## src/rtl/mem_port_arbiter_pkg.sv

```systemverilog
// Shared types and constants for the two-requester memory port arbiter.
package mem_port_arbiter_pkg;

  localparam int XLEN_DEFAULT = 32;
  localparam int BE_W         = 4;

  typedef enum logic [1:0] {
    ARB_IDLE,
    ARB_BUSY_I,
    ARB_BUSY_D
  } arbState_t;

endpackage

```

## src/rtl/arb_watchdog.sv

```systemverilog
// Busy-cycle watchdog: counts busy cycles without a memory ack, flags the abort
// cycle and keeps a sticky error until reset.
module arb_watchdog #(
  parameter int TIMEOUT = 255
) (
  input  logic clk,
  input  logic rst,
  input  logic i_clear,
  input  logic i_busy,
  input  logic i_memAck,
  output logic o_timeout,
  output logic o_err
);

  localparam int WW = (TIMEOUT < 1) ? 1 : $clog2(TIMEOUT + 1);

  logic [WW-1:0] r_wdog;
  logic          r_err;

  // An ack on the limit cycle wins over the abort.
  assign o_timeout = i_busy & ~i_memAck & (r_wdog == WW'(TIMEOUT));
  assign o_err     = r_err;

  always_ff @(posedge clk) begin
    if (!rst) begin
      r_wdog <= '0;
      r_err  <= 1'b0;
    end else begin
      if (i_clear) begin
        r_wdog <= '0;
      end else if (i_busy & ~i_memAck & ~o_timeout) begin
        r_wdog <= r_wdog + WW'(1);
      end
      if (o_timeout) begin
        r_err <= 1'b1;
      end
    end
  end

endmodule

```

## src/rtl/mem_port_arbiter.sv

```systemverilog
// Shares one single-ported memory bus between fetch (I) and memory-stage (D)
// requesters with data-first priority and a fetch starvation guard.
module mem_port_arbiter
  import mem_port_arbiter_pkg::*;
#(
  parameter int XLEN         = XLEN_DEFAULT,
  parameter int STARVE_LIMIT = 4,
  parameter int TIMEOUT      = 255
) (
  input  logic            clk,
  input  logic            rst,
  input  logic            i_req,
  input  logic [XLEN-1:0] i_addr,
  output logic [XLEN-1:0] i_rdata,
  output logic            i_ack,
  input  logic            d_req,
  input  logic            d_we,
  input  logic [BE_W-1:0] d_be,
  input  logic [XLEN-1:0] d_addr,
  input  logic [XLEN-1:0] d_wdata,
  output logic [XLEN-1:0] d_rdata,
  output logic            d_ack,
  output logic            mem_req,
  output logic            mem_we,
  output logic [BE_W-1:0] mem_be,
  output logic [XLEN-1:0] mem_addr,
  output logic [XLEN-1:0] mem_wdata,
  input  logic [XLEN-1:0] mem_rdata,
  input  logic            mem_ack,
  output logic            i_stall,
  output logic            d_stall,
  output logic            timeout_err
);

  localparam int SW = $clog2(STARVE_LIMIT + 1);

  arbState_t       r_state;
  logic [SW-1:0]   r_streak;
  logic            r_memReq;
  logic            r_memWe;
  logic [BE_W-1:0] r_memBe;
  logic [XLEN-1:0] r_memAddr;
  logic [XLEN-1:0] r_memWdata;

  logic w_busyI, w_busyD, w_busy, w_arbEn;
  logic w_iCand, w_dCand, w_starved, w_grantI, w_grantD;
  logic w_timeout, w_done;

  assign w_busyI = (r_state == ARB_BUSY_I);
  assign w_busyD = (r_state == ARB_BUSY_D);
  assign w_busy  = w_busyI | w_busyD;
  assign w_done  = w_busy & (mem_ack | w_timeout);

  // The side being acked this cycle still holds its req, so it must not re-win.
  assign w_arbEn   = (r_state == ARB_IDLE) | (w_busy & mem_ack);
  assign w_iCand   = i_req & ~w_busyI;
  assign w_dCand   = d_req & ~w_busyD;
  assign w_starved = (r_streak == SW'(STARVE_LIMIT));
  assign w_grantI  = w_arbEn & w_iCand & (~w_dCand | w_starved);
  assign w_grantD  = w_arbEn & w_dCand & ~w_grantI;

  assign i_ack   = rst & w_busyI & (mem_ack | w_timeout);
  assign d_ack   = rst & w_busyD & (mem_ack | w_timeout);
  assign i_rdata = (rst & w_busyI & mem_ack) ? mem_rdata : '0;
  assign d_rdata = (rst & w_busyD & mem_ack) ? mem_rdata : '0;
  assign i_stall = i_req & ~i_ack;
  assign d_stall = d_req & ~d_ack;

  assign mem_req   = r_memReq;
  assign mem_we    = r_memWe;
  assign mem_be    = r_memBe;
  assign mem_addr  = r_memAddr;
  assign mem_wdata = r_memWdata;

  arb_watchdog #(
    .TIMEOUT(TIMEOUT)
  ) u_watchdog (
    .clk      (clk),
    .rst      (rst),
    .i_clear  (w_grantI | w_grantD),
    .i_busy   (w_busy),
    .i_memAck (mem_ack),
    .o_timeout(w_timeout),
    .o_err    (timeout_err)
  );

  always_ff @(posedge clk) begin
    if (!rst) begin
      r_state    <= ARB_IDLE;
      r_streak   <= '0;
      r_memReq   <= 1'b0;
      r_memWe    <= 1'b0;
      r_memBe    <= '0;
      r_memAddr  <= '0;
      r_memWdata <= '0;
    end else begin
      if (w_grantI) begin
        r_state    <= ARB_BUSY_I;
        r_memReq   <= 1'b1;
        r_memWe    <= 1'b0;
        r_memBe    <= '1;
        r_memAddr  <= i_addr;
        r_memWdata <= '0;
      end else if (w_grantD) begin
        r_state    <= ARB_BUSY_D;
        r_memReq   <= 1'b1;
        r_memWe    <= d_we;
        r_memBe    <= d_be;
        r_memAddr  <= d_addr;
        r_memWdata <= d_wdata;
      end else if (w_done) begin
        r_state  <= ARB_IDLE;
        r_memReq <= 1'b0;
      end

      // Streak counts data grants that left a fetch waiting.
      if (w_grantI) begin
        r_streak <= '0;
      end else if (w_grantD & i_req & ~w_starved) begin
        r_streak <= r_streak + SW'(1);
      end
    end
  end

endmodule

```

## config.mk

```make
export PLATFORM = sky130hd
export DESIGN_NAME = mem_port_arbiter
export DESIGN_NICKNAME = d
export VERILOG_FILES = /design/src/rtl/mem_port_arbiter_pkg.sv /design/src/rtl/arb_watchdog.sv /design/src/rtl/mem_port_arbiter.sv
export SDC_FILE = /design/constraint.sdc
export NUM_CORES = 1
export LEC_CHECK = 0
export ABC_CLOCK_PERIOD_IN_PS = 2900
export BUFFER_PORTS_ARGS = -buffer_cell sky130_fd_sc_hd__buf_4
export CAP_MARGIN = 0
export CORE_ASPECT_RATIO = 1.2
export CORE_MARGIN = 8
export CORE_UTILIZATION = 43
export DETAILED_ROUTE_END_ITERATION = 8
export GPL_ROUTABILITY_DRIVEN = 0
export PLACE_DENSITY = 0.85
export SYNTH_ARGS = -nofsm -noshare
export SYNTH_HDL_FRONTEND = slang
export SYNTH_SLANG_ARGS = --single-unit
```

## constraint.sdc

```tcl
create_clock -name clk -period 2.9 [get_ports clk]
set_input_delay 0.58 -clock clk [delete_from_list [all_inputs] [get_ports clk]]
set_output_delay 0.58 -clock clk [all_outputs]
set_load 0.005 [all_outputs]
```

==> results of run 1 <==
[registers in the layout (all words and copies together) (netlist names)]
| signal | flops |
|---|---|
| u_watchdog.r_wdog | 8 |
| r_streak | 3 |
| mem_req | 1 |
| mem_wdata | 32 |
| r_state | 2 |
| mem_we | 1 |
| mem_addr | 32 |
| u_watchdog.o_err | 1 |
| mem_be | 4 |
[final cells by class]
class / count / area, sq um
Fill cell: 675 / 2407
Sequential cell: 84 / 1682
Inverter: 7 / 26.28
Timing Repair Buffer: 283 / 2150
Clock inverter: 5 / 107.6
Multi-Input combinational cell: 282 / 1812
Clock buffer: 11 / 141.4
Tap cell: 117 / 146.4
[worst reg2reg max path: cells and delay by family (launching register included)]
kind                       cells  cell delay [ps]
AOI/OAI and AO/OA              3              600
buffers and inverters          2              310
adders and majority gates      1              410
DFF                            1              370
and+or+nand+nor                1              460
[stage by stage]
| stage | std cells | instance area, sq um | hold slack (ps) | util (%) |
|---|---|---|---|---|
| after floorplan | 403 | 3685 | 460.4 | - |
| final | 789 | 6065 | 471.4 | 71.58 |
| after global placement | 773 | 5816 | 464.2 | 68.65 |
| after global routing | 789 | 6065 | 453.7 | 71.58 |
| after CTS | 789 | 6065 | 454.0 | 71.58 |
| after detailed placement | 773 | 5816 | 473.7 | 68.65 |
[path summary, 6_finish.rpt]
path | slack [ps] | end | depth (start not counted) | from
worst min register to register | 490 | u_watchdog.o_err | 2 | u_watchdog.o_err
worst max register to register | 590 | r_state[1] | 7 | r_state[0]
worst max-delay path | 440 | i_stall | 6 | u_watchdog.r_wdog[0]
worst min-delay path | 470 | mem_wdata[28] | 3 | d_wdata[28]
[cell families after synthesis]
| kind of cell | share of synthesized area (%) |
|---|---|
| buffers and inverters | 5.399 |
| xor gates and xnor gates | 1.426 |
| adders and majority gates | 2.037 |
| and+or+nand+nor | 23.67 |
| muxes | 0.5433 |
| DFF | 45.64 |
| AOI/OAI and AO/OA | 21.29 |
[layout by cell type (no fill, tap or decap), types with 3 or more instances in the layout]
| cell | count |
|---|---|
| dfxtp_1 | 84 |
| and2_1 | 64 |
| nand3_1 | 3 |
| nand2_1 | 9 |
| nor2_1 | 79 |
| and3_1 | 3 |
| bufinv_16 | 3 |
| o22ai_1 | 33 |
| o211ai_1 | 3 |
| a21oi_1 | 6 |
| buf_4 | 281 |
| inv_1 | 6 |
| a222oi_1 | 31 |
| a31oi_1 | 3 |
| nand2b_1 | 5 |
| o221a_2 | 4 |
| ha_1 | 6 |
| nor2b_1 | 3 |
| xnor2_1 | 4 |
| nand4_1 | 3 |
| clkbuf_8 | 10 |
[Yosys cell counts, types with 3 or more instances]
cell type,number,area (sq um)
nand2b_1,5,31.28
ha_1,6,75.07
nand3_1,3,15.01
a31oi_1,3,18.77
and3_1,3,18.77
clkbuf_1,15,56.30
nor2_1,79,296.5
o221a_2,4,45.04
a222oi_1,31,310.3
xnor2_1,4,35.03
buf_2,6,30.03
buf_4,4,30.03
o211ai_1,3,22.52
and2_1,64,400.4
nand2_1,9,33.78
o22ai_1,33,206.5
buf_6,5,56.30
inv_1,6,22.52
nand4_1,3,18.77
nor2b_1,3,18.77
a21oi_1,6,30.03
dfxtp_1,84,1682
[layer usage]
layer / wire length [um] / track usage, % / vias to the layer above
li1: - / - / 1987
met1: 5272 / 24.38 / 1948
met2: 7752 / 44.07 / 253
met3: 1794 / 11.01 / 36
met4: 400 / 9.384 / 10
met5: 79 / 0 / -
[power by group]
part | internal, mW | leakage, nW | switching [mW]
clock | 0.601 | 0.124 | 0.416
combinational | 0.598 | 2.08 | 0.558
sequential | 1.33 | 0.691 | 0.101
==> results.toml, run 1 <==
[timing]
max_slew.worst_pin.slew_ps = 1171
final.min_clock_period_ps = 2462
timing.fmax_mhz = 406.2
setup_viol = 0
rsz0062_at_grt = "false"
drv_slew = 0
hold_viol = 0
setup_slack_ps = 438.0
slew_headroom_pct = 21.61
fin_crit_sh_pct = 84.90
fin_worst_skew_ps = 11.97
fin_setup_tns_ps = 0

[synthesis]
synth_edf_count = 0
yosys_warnings = 0
ys_ff_latch = 84
yosysSeqAreaShare_pct = 45.64
syn_inst = 403
yosys.cell_types.count = 41
syn_nets = 547
netlist_area_sq_mm = 0.003685
synth_area_per_cell_sq_um = 9.143
ys.flop_type = "dfxtp_1"
async_flop_share_pct = 0

[routing]
via_per_inst = 5.366
first_iter_violations = 348
drc = 0
antenna_left = 0
avgRoutedWirePerCell_um = 19.39
firstDrtPassIters = 6
dr_total_vias = 4234
routed_wl_um = 15300

[clock_network]
insertion_delay_ps = 340
cts.clk_slew.worst_paths_ps = 80
cts_tree = "yes"
cts_resized = 0
cts_buffer_depth = 2
cts.sinks = 84
cts_hold_buf = 0
htree_levels = 3
numCtsBuffers = 9
cts-root-buf = "clkbuf_8"
postCtsSetupBuffers = 0

[run]
maxCapViolations = 0

[hold_path]
min_path_type = "in2reg"

[placed_design]
hpwl_um = 12620
dp_slack_ps = 639.9
port_buffers = 276

[global_route]
antenna_found_initial = 5
grt_use_total_pct = 24.79
grt_pass1_vias = 4359
grt_overflow = 0
grt_max_degree = 52
grt_pass1_wl_um = 23080

[floorplanning]
design.core.area_sq_mm = 0.008472
dieHeight_um = 117.4
dieArea_sq_mm = 0.01180
ios = 277
initial_core_util_pct = 43.49
row_count = 37
die_w_um = 100.5

[worst_setup_path]
slowest_stage = "dfxtp_1"
critPathLaunchType = "flip-flop"
crit_chain = "ha_1 -> and3_1 -> a31oi_1 -> nor2_1 -> nor2b_1 -> buf_4"
crit_family = "simple AND/OR/NAND/NOR gates"
slowest_delay_ps = 350
critical_path_class = "reg2out"
cp-end-kind = "primary output"
cp_num_buf_inv = 1
worstPathArrival_ps = 1880
cp.required_ps = 2320
worstPathMaxFanout = 4

[cells_and_area]
drive_gt1_share_pct = 46.28
antenna_cells = 0
nets = 811
areaGrowthSynthToFinish_pct = 64.58

[power]
totalPowerFinal_mw = 3.599
power.density_mw_per_mm2 = 593.5
max-vdd-ir-drop_uv = 551.4
p_leak_nw = 2.896

[outcome]
outcome = "finished, final reports clean"
No activity file was read; power rests on OpenSTA's default activity.
==> inputs of run 2 (changes only) <==
--- a/config.mk
+++ b/config.mk
@@ -5,15 +5,15 @@
 export SDC_FILE = /design/constraint.sdc
 export NUM_CORES = 1
 export LEC_CHECK = 0
-export ABC_CLOCK_PERIOD_IN_PS = 2900
+export ABC_CLOCK_PERIOD_IN_PS = 2500
 export BUFFER_PORTS_ARGS = -buffer_cell sky130_fd_sc_hd__buf_4
 export CAP_MARGIN = 0
 export CORE_ASPECT_RATIO = 1.2
 export CORE_MARGIN = 8
-export CORE_UTILIZATION = 43
+export CORE_UTILIZATION = 40
 export DETAILED_ROUTE_END_ITERATION = 8
 export GPL_ROUTABILITY_DRIVEN = 0
-export PLACE_DENSITY = 0.85
+export PLACE_DENSITY = 0.8
 export SYNTH_ARGS = -nofsm -noshare
 export SYNTH_HDL_FRONTEND = slang
 export SYNTH_SLANG_ARGS = --single-unit
==> constraint.sdc (replaced) <==
create_clock -name clk -period 2.5 [get_ports clk]
set_input_delay 0.5 -clock clk [delete_from_list [all_inputs] [get_ports clk]]
set_output_delay 0.5 -clock clk [all_outputs]
set_load 0.005 [all_outputs]
==> run 2 against run 1 <==
Via count shrank 1.2%. Critical path depth did not move. Combinational power increased by 15%. Final cell count is 0.51% higher. Routed wire length shrank 0.92%. Clock skew shrank 2.6 ps. Utilization fell by 4.9 points.
==> results.toml, run 2 (synthesis results as in run 1) <==
[outcome]
outcome = "finished, final reports clean"

[routing]
highest_layer = "met5"
first_iter_violations = 276
drc = 0
routed_wl_um = 15160
dr_wl_met2_um = 7553
antenna_left = 0
firstDrtPassIters = 9
dr_total_vias = 4185
wl_met1_um = 5465
avgRoutedWirePerCell_um = 19.11
wl_met3_um = 1758
via_per_inst = 5.277

[global_route]
grt_pass1_vias = 4362
grt_pass1_wl_um = 23250
grt_use_total_pct = 23.30
antenna_found_initial = 5
grt_overflow = 0
grt_max_degree = 37

[power]
p_leak_nw = 2.863
totalPowerFinal_mw = 3.861
power.density_mw_per_mm2 = 644.5
max-vdd-ir-drop_uv = 397.2

[worst_setup_path]
worstPathArrival_ps = 1920
critical_path_class = "reg2out"
ff2ff_setup_slack_ps = 320
cp-end-kind = "primary output"
cp.required_ps = 2000
worstPathMaxFanout = 4
critPathLaunchType = "flip-flop"

[cells_and_area]
mostFrequentLayoutCells = "buf_4 (283), dfxtp_1 (84), nor2_1 (79), and2_1 (64), o22ai_1 (33)"
areaGrowthSynthToFinish_pct = 62.58
antenna_cells = 0
ff_latch_area_sq_mm = 0.001682
num-fill-cells = 754
nets = 812
final_cell_count_no_fill = 793
final_common_cell = "buf_4"
multi_input_area_sq_mm = 0.001814
drive_gt1_share_pct = 46.81

[floorplanning]
die_w_um = 103.6
initial_core_util_pct = 41.01
design.core.area_sq_mm = 0.008986
dieArea_sq_mm = 0.01255
row_count = 38
ios = 277
dieHeight_um = 121.1

[clock_network]
cts.sinks = 84
htree_levels = 3
insertion_delay_ps = 350
postCtsSetupBuffers = 0
cts_tree = "yes"
cts_buffer_depth = 2
cts-root-buf = "clkbuf_8"
cts.clk_slew.worst_paths_ps = 90
numCtsBuffers = 9

[hold_path]
min_path_type = "in2reg"

[timing]
fin_setup_tns_ps = 0
timing.fmax_mhz = 412.6
fin_crit_sh_pct = 96.96
hold_viol = 0
max_slew.worst_pin.slew_ps = 833.0
drv_slew = 0
rsz0062_at_grt = "false"
fin_worst_skew_ps = 9.330
slew_headroom_pct = 44.26
setup_viol = 0
timing.hold.ws_ps = 374.5
final.min_clock_period_ps = 2424

[run]
maxCapViolations = 0

[placed_design]
hpwl_um = 12310
post-place-cells = 777
port_buffers = 276
-- run 2: cell count changes in the layout (fill, tap and decap cells not counted), moves of 2 or more --
cell / change
clkinv_2: +3
and3_2: +2
buf_4: +2
and3_1: -2
bufinv_16: -3
-- run 2: what timing repair did --
item,4_1_cts,5_1_grt
setup endpoints to repair,36,0
resized for setup,2,0
hold buffers,0,0
-- run 2: worst paths after layout --
| check | cells after the start | startpoint | endpoint |
|---|---|---|---|
| max | 6 | u_watchdog.r_wdog[0] | i_stall |
| min reg2reg | 2 | u_watchdog.o_err | u_watchdog.o_err |
| min | 3 | d_wdata[27] | mem_wdata[27] |
| max reg2reg | 8 | r_state[1] | mem_wdata[24] |
-- run 2: report_power, final --
group          leakage (nW)  internal [mW]  total (mW)  switching (mW)
combinational          2.08          0.691        1.33           0.639
sequential            0.691           1.54        1.66           0.120
clock                0.0937          0.366       0.874           0.508
-- run 2: layer usage --
layer,GRT usage (%),vias up
li1,-,1990
met1,23.82,1924
met2,40.48,229
met3,11.32,32
met4,8.556,10
met5,0,-
-- run 2: cell type report --
class,instances,share of cell area [%]
repair buffers,284,35.80
multi-input cells,282,30.28
flip-flops and latches,84,28.07
well taps,120,2.506
clock buffers,9,2.068
clock inverters,7,0.8354
inverters,7,0.4386
-- run 2: critical path: stages (launching register included) --
cell,delay [ps]
dfxtp_1,350
ha_1,280
and3_1,240
a31oi_1,240
nor2_1,110
nor2b_1,210
buf_4,160
-- run 2: per-stage QoR --
stage / utilization (%) / area (sq um) / setup slack [ps]
final: 66.67 / 5991 / 76.09
after global routing: 66.67 / 5991 / 4.968
after CTS: 66.67 / 5991 / 65.39
after detailed placement: 64.70 / 5814 / 284.1
after global placement: 64.70 / 5814 / 348.7
after floorplan: - / 3685 / 721.3
